`src/rtl/axis_bit_packer.sv`:
```
`default_nettype none
// ============================================================================
//  Module   : axis_bit_packer
//  Purpose  : Packs AXI-Stream beats carrying a variable number of valid LSBs
//             into dense DATA_W-bit words, LSB-first, with a show-ahead output
//             FIFO, tail flush on tlast and sticky keep-count error flag.
//  Revision : 1.0 - initial release
// ============================================================================
module axis_bit_packer #(
  parameter int DATA_W     = 16,
  parameter int FIFO_DEPTH = 4,
  parameter int CNT_W      = $clog2(DATA_W + 1)
) (
  input  logic                          clk,
  input  logic                          reset_n,
  input  logic [DATA_W-1:0]             input_tdata,
  input  logic [CNT_W-1:0]              input_tkeep,
  input  logic                          input_tlast,
  input  logic                          input_tvalid,
  output logic                          input_tready,
  output logic [DATA_W-1:0]             output_tdata,
  output logic [CNT_W-1:0]              output_tkeep,
  output logic                          output_tlast,
  output logic                          output_tvalid,
  input  logic                          output_tready,
  output logic                          err_keep,
  output logic [$clog2(FIFO_DEPTH):0]   fifo_level
);

  localparam int c_addr_w  = $clog2(FIFO_DEPTH);
  localparam int c_entry_w = DATA_W + CNT_W + 1;

  localparam logic [CNT_W-1:0]    c_full_keep = CNT_W'(DATA_W);
  localparam logic [CNT_W:0]      c_full_sum  = (CNT_W + 1)'(DATA_W);
  localparam logic [2*DATA_W-1:0] c_one2      = (2 * DATA_W)'(1);
  localparam logic [c_addr_w:0]   c_depth_lvl = (c_addr_w + 1)'(FIFO_DEPTH);

  typedef enum logic [1:0] {
    S_EMPTY   = 2'd0,
    S_PARTIAL = 2'd1,
    S_FLUSH   = 2'd2
  } state_t;

  state_t                r_state, w_state_nxt;
  logic [DATA_W-1:0]     r_acc, w_acc_nxt;
  logic [CNT_W-1:0]      r_cnt, w_cnt_nxt;
  logic                  r_rdy_en;
  logic                  r_err;

  logic                  w_keep_over;
  logic [CNT_W-1:0]      w_k;
  logic [2*DATA_W-1:0]   w_mask2;
  logic [2*DATA_W-1:0]   w_ext;
  logic [CNT_W:0]        w_sum;
  logic [CNT_W:0]        w_resid;

  logic                  w_accept;
  logic                  w_wr_en;
  logic [c_entry_w-1:0]  w_wr_entry;
  logic                  w_rd_en;
  logic                  w_full;
  logic                  w_empty;
  logic [c_entry_w-1:0]  w_head;

  logic [c_entry_w-1:0]  r_mem [FIFO_DEPTH];
  logic [c_addr_w-1:0]   r_wr_ptr;
  logic [c_addr_w-1:0]   r_rd_ptr;
  logic [c_addr_w:0]     r_level;

  // Handshake: ready is a pure function of registered state, never of tvalid.
  assign w_full       = (r_level == c_depth_lvl);
  assign w_empty      = (r_level == '0);
  assign input_tready = r_rdy_en && (r_state != S_FLUSH) && !w_full;
  assign w_accept     = input_tvalid && input_tready;
  assign w_rd_en      = !w_empty && output_tready;
  assign err_keep     = r_err;
  assign fifo_level   = r_level;

  // Clamp the keep count, mask the payload and splice it above the current fill,
  // all at double width so the overflow residue is never truncated.
  always_comb begin
    w_keep_over = (input_tkeep > c_full_keep);
    w_k         = w_keep_over ? c_full_keep : input_tkeep;
    w_mask2     = (c_one2 << w_k) - c_one2;
    w_ext       = ((w_mask2 & {{DATA_W{1'b0}}, input_tdata}) << r_cnt)
                | {{DATA_W{1'b0}}, r_acc};
    w_sum       = {1'b0, r_cnt} + {1'b0, w_k};
    w_resid     = w_sum - c_full_sum;
  end

  // Next-state, accumulator update and FIFO write generation.
  always_comb begin
    w_state_nxt = r_state;
    w_acc_nxt   = r_acc;
    w_cnt_nxt   = r_cnt;
    w_wr_en     = 1'b0;
    w_wr_entry  = '0;
    case (r_state)
      S_FLUSH: begin
        if (!w_full) begin
          w_wr_en     = 1'b1;
          w_wr_entry  = {1'b1, r_cnt, r_acc};
          w_acc_nxt   = '0;
          w_cnt_nxt   = '0;
          w_state_nxt = S_EMPTY;
        end
      end
      default: begin
        if (w_accept) begin
          if (input_tlast) begin
            w_wr_en = 1'b1;
            if (w_sum > c_full_sum) begin
              // Tail spills past one word: emit the full word now, residue in FLUSH.
              w_wr_entry  = {1'b0, c_full_keep, w_ext[DATA_W-1:0]};
              w_acc_nxt   = w_ext[2*DATA_W-1:DATA_W];
              w_cnt_nxt   = w_resid[CNT_W-1:0];
              w_state_nxt = S_FLUSH;
            end else begin
              // Includes the zero-length tail so packet boundaries survive.
              w_wr_entry  = {1'b1, w_sum[CNT_W-1:0], w_ext[DATA_W-1:0]};
              w_acc_nxt   = '0;
              w_cnt_nxt   = '0;
              w_state_nxt = S_EMPTY;
            end
          end else if (w_sum >= c_full_sum) begin
            w_wr_en     = 1'b1;
            w_wr_entry  = {1'b0, c_full_keep, w_ext[DATA_W-1:0]};
            w_acc_nxt   = w_ext[2*DATA_W-1:DATA_W];
            w_cnt_nxt   = w_resid[CNT_W-1:0];
            w_state_nxt = (w_resid != '0) ? S_PARTIAL : S_EMPTY;
          end else begin
            w_acc_nxt   = w_ext[DATA_W-1:0];
            w_cnt_nxt   = w_sum[CNT_W-1:0];
            w_state_nxt = (w_sum != '0) ? S_PARTIAL : S_EMPTY;
          end
        end
      end
    endcase
  end

  // State, accumulator, ready-enable and sticky error registers.
  always_ff @(posedge clk or negedge reset_n) begin
    if (!reset_n) begin
      r_state  <= S_EMPTY;
      r_acc    <= '0;
      r_cnt    <= '0;
      r_rdy_en <= 1'b0;
      r_err    <= 1'b0;
    end else begin
      r_state  <= w_state_nxt;
      r_acc    <= w_acc_nxt;
      r_cnt    <= w_cnt_nxt;
      r_rdy_en <= 1'b1;
      if (w_accept && w_keep_over) begin
        r_err <= 1'b1;
      end
    end
  end

  // FIFO storage; contents are only observable through valid pointers.
  always_ff @(posedge clk) begin
    if (w_wr_en) begin
      r_mem[r_wr_ptr] <= w_wr_entry;
    end
  end

  // FIFO pointers and occupancy; simultaneous write and read keep the level.
  always_ff @(posedge clk or negedge reset_n) begin
    if (!reset_n) begin
      r_wr_ptr <= '0;
      r_rd_ptr <= '0;
      r_level  <= '0;
    end else begin
      if (w_wr_en) begin
        r_wr_ptr <= r_wr_ptr + c_addr_w'(1);
      end
      if (w_rd_en) begin
        r_rd_ptr <= r_rd_ptr + c_addr_w'(1);
      end
      case ({w_wr_en, w_rd_en})
        2'b10:   r_level <= r_level + (c_addr_w + 1)'(1);
        2'b01:   r_level <= r_level - (c_addr_w + 1)'(1);
        default: r_level <= r_level;
      endcase
    end
  end

  // Show-ahead head drives the outputs; an empty FIFO presents all zeros.
  always_comb begin
    w_head        = r_mem[r_rd_ptr];
    output_tvalid = !w_empty;
    output_tdata  = '0;
    output_tkeep  = '0;
    output_tlast  = 1'b0;
    if (!w_empty) begin
      output_tdata = w_head[DATA_W-1:0];
      output_tkeep = w_head[DATA_W +: CNT_W];
      output_tlast = w_head[c_entry_w-1];
    end
  end

endmodule
`default_nettype wire

```
`config.mk`:
```
export PLATFORM = sky130hd
export DESIGN_NAME = axis_bit_packer
export DESIGN_NICKNAME = d
export VERILOG_FILES = /design/src/rtl/axis_bit_packer.sv
export SDC_FILE = /design/constraint.sdc
export NUM_CORES = 1
export LEC_CHECK = 0
export CORE_MARGIN = 3
export CORE_UTILIZATION = 59
export DETAILED_ROUTE_END_ITERATION = 7
export PLACE_DENSITY = 0.85
export SLEW_MARGIN = 20
export SYNTH_ARGS = -nofsm -noshare
export SYNTH_HDL_FRONTEND = slang
export SYNTH_SLANG_ARGS = --single-unit
```
`constraint.sdc`:
```
create_clock -name clk -period 5.75 [get_ports clk]
set_clock_uncertainty 0.2 [all_clocks]
set_input_delay 1.15 -clock clk [delete_from_list [all_inputs] [get_ports clk]]
set_output_delay 1.15 -clock clk [all_outputs]
set_load 0.05 [all_outputs]
```
# [Word level (Yosys, flattened, before mapping)]
# Memory sizes are Yosys's and may differ from the RTL's.
# Cells that the tools add are included.
[word_totals] regBits=32 mem_bits_rw=88 inputBits=26 out_inout_bits=28 word_cells=80 mem_count=1
[op_classes] n_addsub=7 order_cmp=3 n_eq_ne=6 n_shift=2 mux=38 n_bitwise=2 n_reduce_logical=13
[memory_table] name="r_mem" words=4 word_bits=22 rd=1 rd_clocked_by_memory_dff=0 write_ports=1 line_no="65" text="logic [c_entry_w-1:0] r_mem [FIFO_DEPTH];"
[ops] operator="16-bit two-way mux" count=7
[ops] operator="22-bit two-way mux" count=5
[ops] operator="5-bit two-way mux" count=8
[ops] operator="32-bit by 16-bit AND with 32-bit output" count=1
[ops] operator="32-bit by 16-bit OR with 32-bit output" count=1
[ops] operator="1-bit by 5-bit << shifter with 32-bit output, first input constant" count=1
[ops] operator="32-bit by 5-bit << shifter with 32-bit output" count=1
[ops] operator="32-bit by 1-bit subtractor with 32-bit output, second input constant" count=1
[ops] operator="21-bit two-way mux" count=1
[ops] operator="6-bit nonzero test" count=2
[ops] operator="1-bit two-way mux" count=11
[ops] operator="2-bit two-way mux" count=5
[ops] operator="5-bit by 5-bit adder with 6-bit output" count=1
[ops] operator="6-bit by 5-bit >= comparator with 1-bit output, second input constant" count=1
[ops] operator="6-bit by 5-bit > comparator with 1-bit output, second input constant" count=1
[ops] operator="3-bit case mux with 2 select lines" count=1
[ops] operator="6-bit by 5-bit subtractor with 6-bit output, second input constant" count=1
[ops] operator="5-bit > comparator, second input constant" count=1
[ops] operator="1-bit logical AND" count=5
[ops] operator="2-bit by 1-bit adder with 2-bit output, second input constant" count=2
[ops] operator="2-bit equality test, second input constant" count=2
[ops] operator="2-bit != test, second input constant" count=2
[ops] operator="2-bit nonzero test" count=2
[ops] operator="3-bit by 1-bit adder with 3-bit output, second input constant" count=1
[ops] operator="6 further kinds" count=7

# [Longest topological paths before layout]
[depth] word_depth=11 ltp_mapped=18 mapped_depth_nobuf=15

# [Worst setup path after synthesis]
# No wires, ideal clock.
[synth_timing] path_type="in2reg" from="input port input_tkeep[4]" to="register r_level[2] (netlist: fifo_level[2])" setup_ps=82 arrival_ps=4561 required_time_ps=5468 path_slack_ps=907 cell_stages=18 n_path_buf=4 cell_sequence="buf_6 -> buf_2 -> buf_1 -> nor2b_1 -> fa_1 -> a21o_1 -> a21o_1 -> a21o_1 -> nor2_1 -> nor2_1 -> clkinv_1 -> clkbuf_1 -> ha_1 -> inv_1 -> fa_1 -> xor2_1 -> nor2_1 -> xor2_1"
[synth_via] elab_chain_len=10
[synth_rtl] item="start, declared" line_no="17" text="input logic [CNT_W-1:0] input_tkeep,"
[synth_rtl] item="5-bit > comparator" line_no="82" text="w_keep_over = (input_tkeep > c_full_keep);"
[synth_rtl] item="5-bit two-way mux (*)" line_no="83" text="w_k = w_keep_over ? c_full_keep : input_tkeep;"
[synth_rtl] item="5-bit by 5-bit adder with 6-bit output (*)" line_no="87" text="w_sum = {1'b0, r_cnt} + {1'b0, w_k};"
[synth_rtl] item="6-bit by 5-bit >= comparator with 1-bit output (*)" line_no="125" text="end else if (w_sum >= c_full_sum) begin"
[synth_rtl] item="1-bit two-way mux (*)" line_no="125"
[synth_rtl] item="1-bit two-way mux (*)" line_no="110" text="if (input_tlast) begin"
[synth_rtl] item="1-bit two-way mux (*)" line_no="109" text="if (w_accept) begin"
[synth_rtl] item="1-bit two-way mux (*)" line_no="98" text="case (r_state)"
[synth_rtl] item="2-bit by 1-bit equality test with 1-bit output or 2-bit equality test (tied branches)" line_no="180" text="case ({w_wr_en, w_rd_en})"
[synth_rtl] item="3-bit case mux with 2 select lines or 2-bit nonzero test (tied branches)"
[synth_rtl] item="end signal, assigned" line_no="181" text="2'b10: r_level <= r_level + (c_addr_w + 1)'(1);"
[synth_rtl] item="end signal, assigned" line_no="182" text="2'b01: r_level <= r_level - (c_addr_w + 1)'(1);"
[synth_rtl] item="end signal, assigned" line_no="183" text="default: r_level <= r_level;"
[synth_rtl] item="end, declared" line_no="68" text="logic [c_addr_w:0] r_level;"
# Mark *: on every way between the ends. The rest lies on a longest branch, timed or not.
# A chain may end at the register's enable or synchronous reset.

# [Worst setup path in the final report]
[layout_timing] from="input port input_tkeep[1]" to="memory r_mem[1][15] (netlist bit) (data pin)"
[layout_via] elab_chain_len=11
[layout_rtl] item="5-bit > comparator" line_no="82"
[layout_rtl] item="5-bit two-way mux (*)" line_no="83"
[layout_rtl] item="1-bit by 5-bit << shifter with 32-bit output" line_no="84" text="w_mask2 = (c_one2 << w_k) - c_one2;"
[layout_rtl] item="32-bit by 1-bit subtractor with 32-bit output" line_no="84"
[layout_rtl] item="32-bit by 16-bit AND with 32-bit output" line_no="85" text="w_ext = ((w_mask2 & {{DATA_W{1'b0}}, input_tdata}) << r_cnt)"
[layout_rtl] item="32-bit by 5-bit << shifter with 32-bit output" line_no="85"
[layout_rtl] item="32-bit by 16-bit OR with 32-bit output" line_no="86" text="| {{DATA_W{1'b0}}, r_acc};"
[layout_rtl] item="21-bit two-way mux or 22-bit two-way mux (tied branches)" line_no="125, 112"
[layout_rtl] item="22-bit two-way mux (*)" line_no="110"
[layout_rtl] item="22-bit two-way mux (*)" line_no="109"
[layout_rtl] item="22-bit two-way mux (*)" line_no="98"
[layout_rtl] item="via w_wr_entry[15]" line_no="59" text="logic [c_entry_w-1:0] w_wr_entry;"
[layout_rtl] item="end, declared" line_no="65"
# The timed path passes the listed nets; every way through them passes the cells marked *.

==> reports/metrics.cfg <==
[run_status]
run_status = finished clean

[yosys]
synth_top_family_by_area = compound AO/OA/AOI/OAI gates
synth-edff-count = 88
synth.area.top_cells = edfxtp_1, dfrtp_1, mux4_2, nand2_1, and2_1
ys.warnings.count = 0
ys_ff_latch = 120
synth.top_cell.area_share_pct = 36.32
syn_area_per_cell_um2 = 10.83
synth_async_sr_flop_share_pct = 26.67
muxShareOfSynthArea_pct = 8.667
synth_fa_ha_area_share_pct = 2.270
ys_seq_area_share_pct = 47.33
synthesis.area_um2 = 7276
synth_compound_area_share_pct = 21.13
synth-xor-area-share_pct = 1.083
synth_nets = 710
yosys.area_share.simple_pct = 15.58
synthCells = 672
dominantRegCellSynth = edfxtp_1
yosys.cell_types.count = 85
yosysTopAreaCell = edfxtp_1

[place]
hpwl_um = 14530
post-place-ws_ps = 455.2
dp_cells = 839
port-buffer-count = 53
postPlaceCellArea_um2 = 7938
gp_congestion = 0.9781

[route]
drt-total-wl_um = 21000
final_antenna_net_count = 0
dr_total_vias = 6106
first_pass_iters = 5
wl_per_cell_um = 24.11
drt_iter0_drc = 765
drc = 0
routed_via_density = 7.010

[clock_tree]
clk_pin_slew_ps = 50
clk_latency_ps = 420
clk_path_buf_depth = 2
cts_sinks = 120
cts_resized = 0
postCtsSetupRepairBufs = 0
root_buffer = clkbuf_16
cts_buffers = 17
htreeDepth = 4
cts_hold_buf = 0
cts_tree = yes

[sta]
worst_pin_slew_ps = 1123
period_share_pct = 85.13
holdWs_ps = 276.0
tns_ps = 0
setup_viol = 0
drv_slew = 0
period_minus_slack_ps = 4895
rsz0062_at_grt = no
max_freq_mhz = 204.3
hold_viol = 0
fin_ws_ps = 855.0
relSlewSlack_pct = 24.58

[worst_setup_path]
cp_num_buf_inv = 2
r2r-end = fifo_level[2]$_DFFE_PN0P_
path_delay_family = compound AO/OA/AOI/OAI gates
reg2reg_from = r_cnt[1]$_DFFE_PN0P_
cp_cell_sequence = clkdlybuf4s50_1 -> nor3_2 -> nand2_1 -> ha_1 -> buf_4 -> nor4_1 -> o211ai_1 -> a211o_1 -> a31oi_1 -> a21oi_1 -> and2_1 -> o31ai_1
worst-r2r-cell-count = 14
worstPathRequired_ps = 5680
crit_start = input_tkeep[1]
slowest_delay_ps = 660
critPathCaptureType = register
setup.worst_path.start_class = primary input
regToRegSetupSlack_ps = 1990
crit_type = in -> reg
crit_path_top_delay_cell = clkdlybuf4s50_1
crit_fanout = 16
crit_cells = 12
endpoint = r_mem[1][15]$_DFFE_PP_
crit_arrival_ps = 4830

[global_route]
grt_pass1_vias = 5767
track_usage_pct = 31.73
gr-total-overflow = 0
grt_first_pass_wirelength_um = 32530
antenna_found_initial = 0
grt_max_degree = 43

[die]
start_util_pct = 62.13
ios = 54
die-height_um = 117.1
rows = 39
die_area_um2 = 13700
core_um2 = 11710
fp.dieW_um = 117.1

[power_and_ir_drop]
power_mw = 4.804
power_density_nw_per_um2 = 566.7
internal-power_mw = 2.663
vdd_ir_drop_max_mv = 0.2632
pwr-share-seq_pct = 27.6
p_sw_mw = 2.141
power_switching_share_pct = 44.57
leakage_nw = 3.085
comb_power_share_pct = 52.6
clkPwrFrac_pct = 19.8

[layout]
layout-drive-gt1-share_pct = 13.05
fin_util_pct = 72.38
final_area_um2 = 8477
syn_to_final_growth_pct = 16.51
final_common_cell = edfxtp_1
fin_cells = 871
antennaDiodeCount = 0
fin_nets = 753
final_cell_mix = edfxtp_1, nand2_1, clkdlybuf4s50_1

[min_path]
hp-class = reg -> reg

[run]
cap_violations = 0

worst min path at each step:
stage | startpoint | endpoint | cells after the start
2_1_floorplan | r_state[0]$_DFFE_PN0P_ | r_state[0]$_DFFE_PN0P_ | 2
3_3_place_gp | r_state[0]$_DFFE_PN0P_ | r_state[0]$_DFFE_PN0P_ | 2
3_5_place_dp | err_keep$_DFFE_PN0P_ | err_keep$_DFFE_PN0P_ | 1
4_1_cts | r_state[0]$_DFFE_PN0P_ | r_state[0]$_DFFE_PN0P_ | 2
5_1_grt | err_keep$_DFFE_PN0P_ | err_keep$_DFFE_PN0P_ | 1
6_report | r_state[0]$_DFFE_PN0P_ | r_state[0]$_DFFE_PN0P_ | 2
tightest hold or removal path: cells and delay by family, from the launching register on:
kind | cells | cell delay (ps)
flops | 1 | 330
simple gates | 1 | 50
compound gates | 1 | 60
power groups by stage:
stage | combinational [mW] | sequential [mW] | clock (mW)
after floorplan | 1.73 | 1.30 | 0
after global placement | 2.40 | 1.31 | 0
after detailed placement | 2.45 | 1.33 | 0
after CTS | 2.51 | 1.32 | 0.962
after global routing | 2.69 | 1.34 | 0.994
final | 2.53 | 1.32 | 0.953
cell families (layout without fill, tap and decap cells):
family | after synthesis | in the layout
flops | 120 | 120
simple gates | 223 | 223
other cells | 1 | 1
fa+ha+maj | 12 | 12
mux | 34 | 34
compound gates | 205 | 205
buf+inv | 68 | 124
xor+xnor | 9 | 9
state kept, by name, indices dropped and copies added (netlist names):
| signal | flops |
|---|---|
| r_mem | 88 |
| r_cnt | 5 |
| err_keep | 1 |
| r_state | 2 |
| r_wr_ptr | 2 |
| fifo_level | 3 |
| r_rd_ptr | 2 |
| r_acc | 16 |
| r_rdy_en | 1 |
routing by layer:
| layer | vias up | track usage (%) | part of all wire, % |
|---|---|---|---|
| li1 | 2686 | - | - |
| met1 | 2977 | 41.79 | 40 |
| met2 | 386 | 51.65 | 48 |
| met3 | 57 | 6.941 | 8.7 |
| met4 | 0 | 12.31 | 3.4 |
| met5 | - | 0 | 0 |
cell usage after synthesis (all sizes together) (4+ instances only):
| library cell | count |
|---|---|
| a2111oi | 5 |
| a211o | 5 |
| a211oi | 12 |
| a21o | 8 |
| a21oi | 32 |
| a22o | 11 |
| and2 | 29 |
| and3 | 4 |
| buf | 20 |
| clkbuf | 30 |
| dfrtp | 32 |
| edfxtp | 88 |
| ha | 10 |
| inv | 17 |
| mux2i | 9 |
| mux4 | 23 |
| nand2 | 60 |
| nand2b | 7 |
| nand3 | 16 |
| nor2 | 43 |
| nor2b | 12 |
| nor3 | 18 |
| nor4 | 8 |
| o211a | 6 |
| o211ai | 12 |
| o21a | 8 |
| o21ai | 32 |
| o221ai | 4 |
| o22ai | 12 |
| o2bb2ai | 6 |
| o31ai | 11 |
| o32ai | 4 |
| or2 | 5 |
| or3 | 5 |
| xnor2 | 5 |
| xor2 | 4 |
layout make-up:
type / instances / area, um2
repair buffers: 74 / 688.2
clock inverters: 14 / 110.1
flip-flops and latches: 120 / 3443
fillers: 809 / 3234
inverters: 18 / 67.56
well taps: 143 / 178.9
multi-input cells: 484 / 3560
clock buffers: 18 / 429.2
No activity file was read; power rests on OpenSTA's default activity.
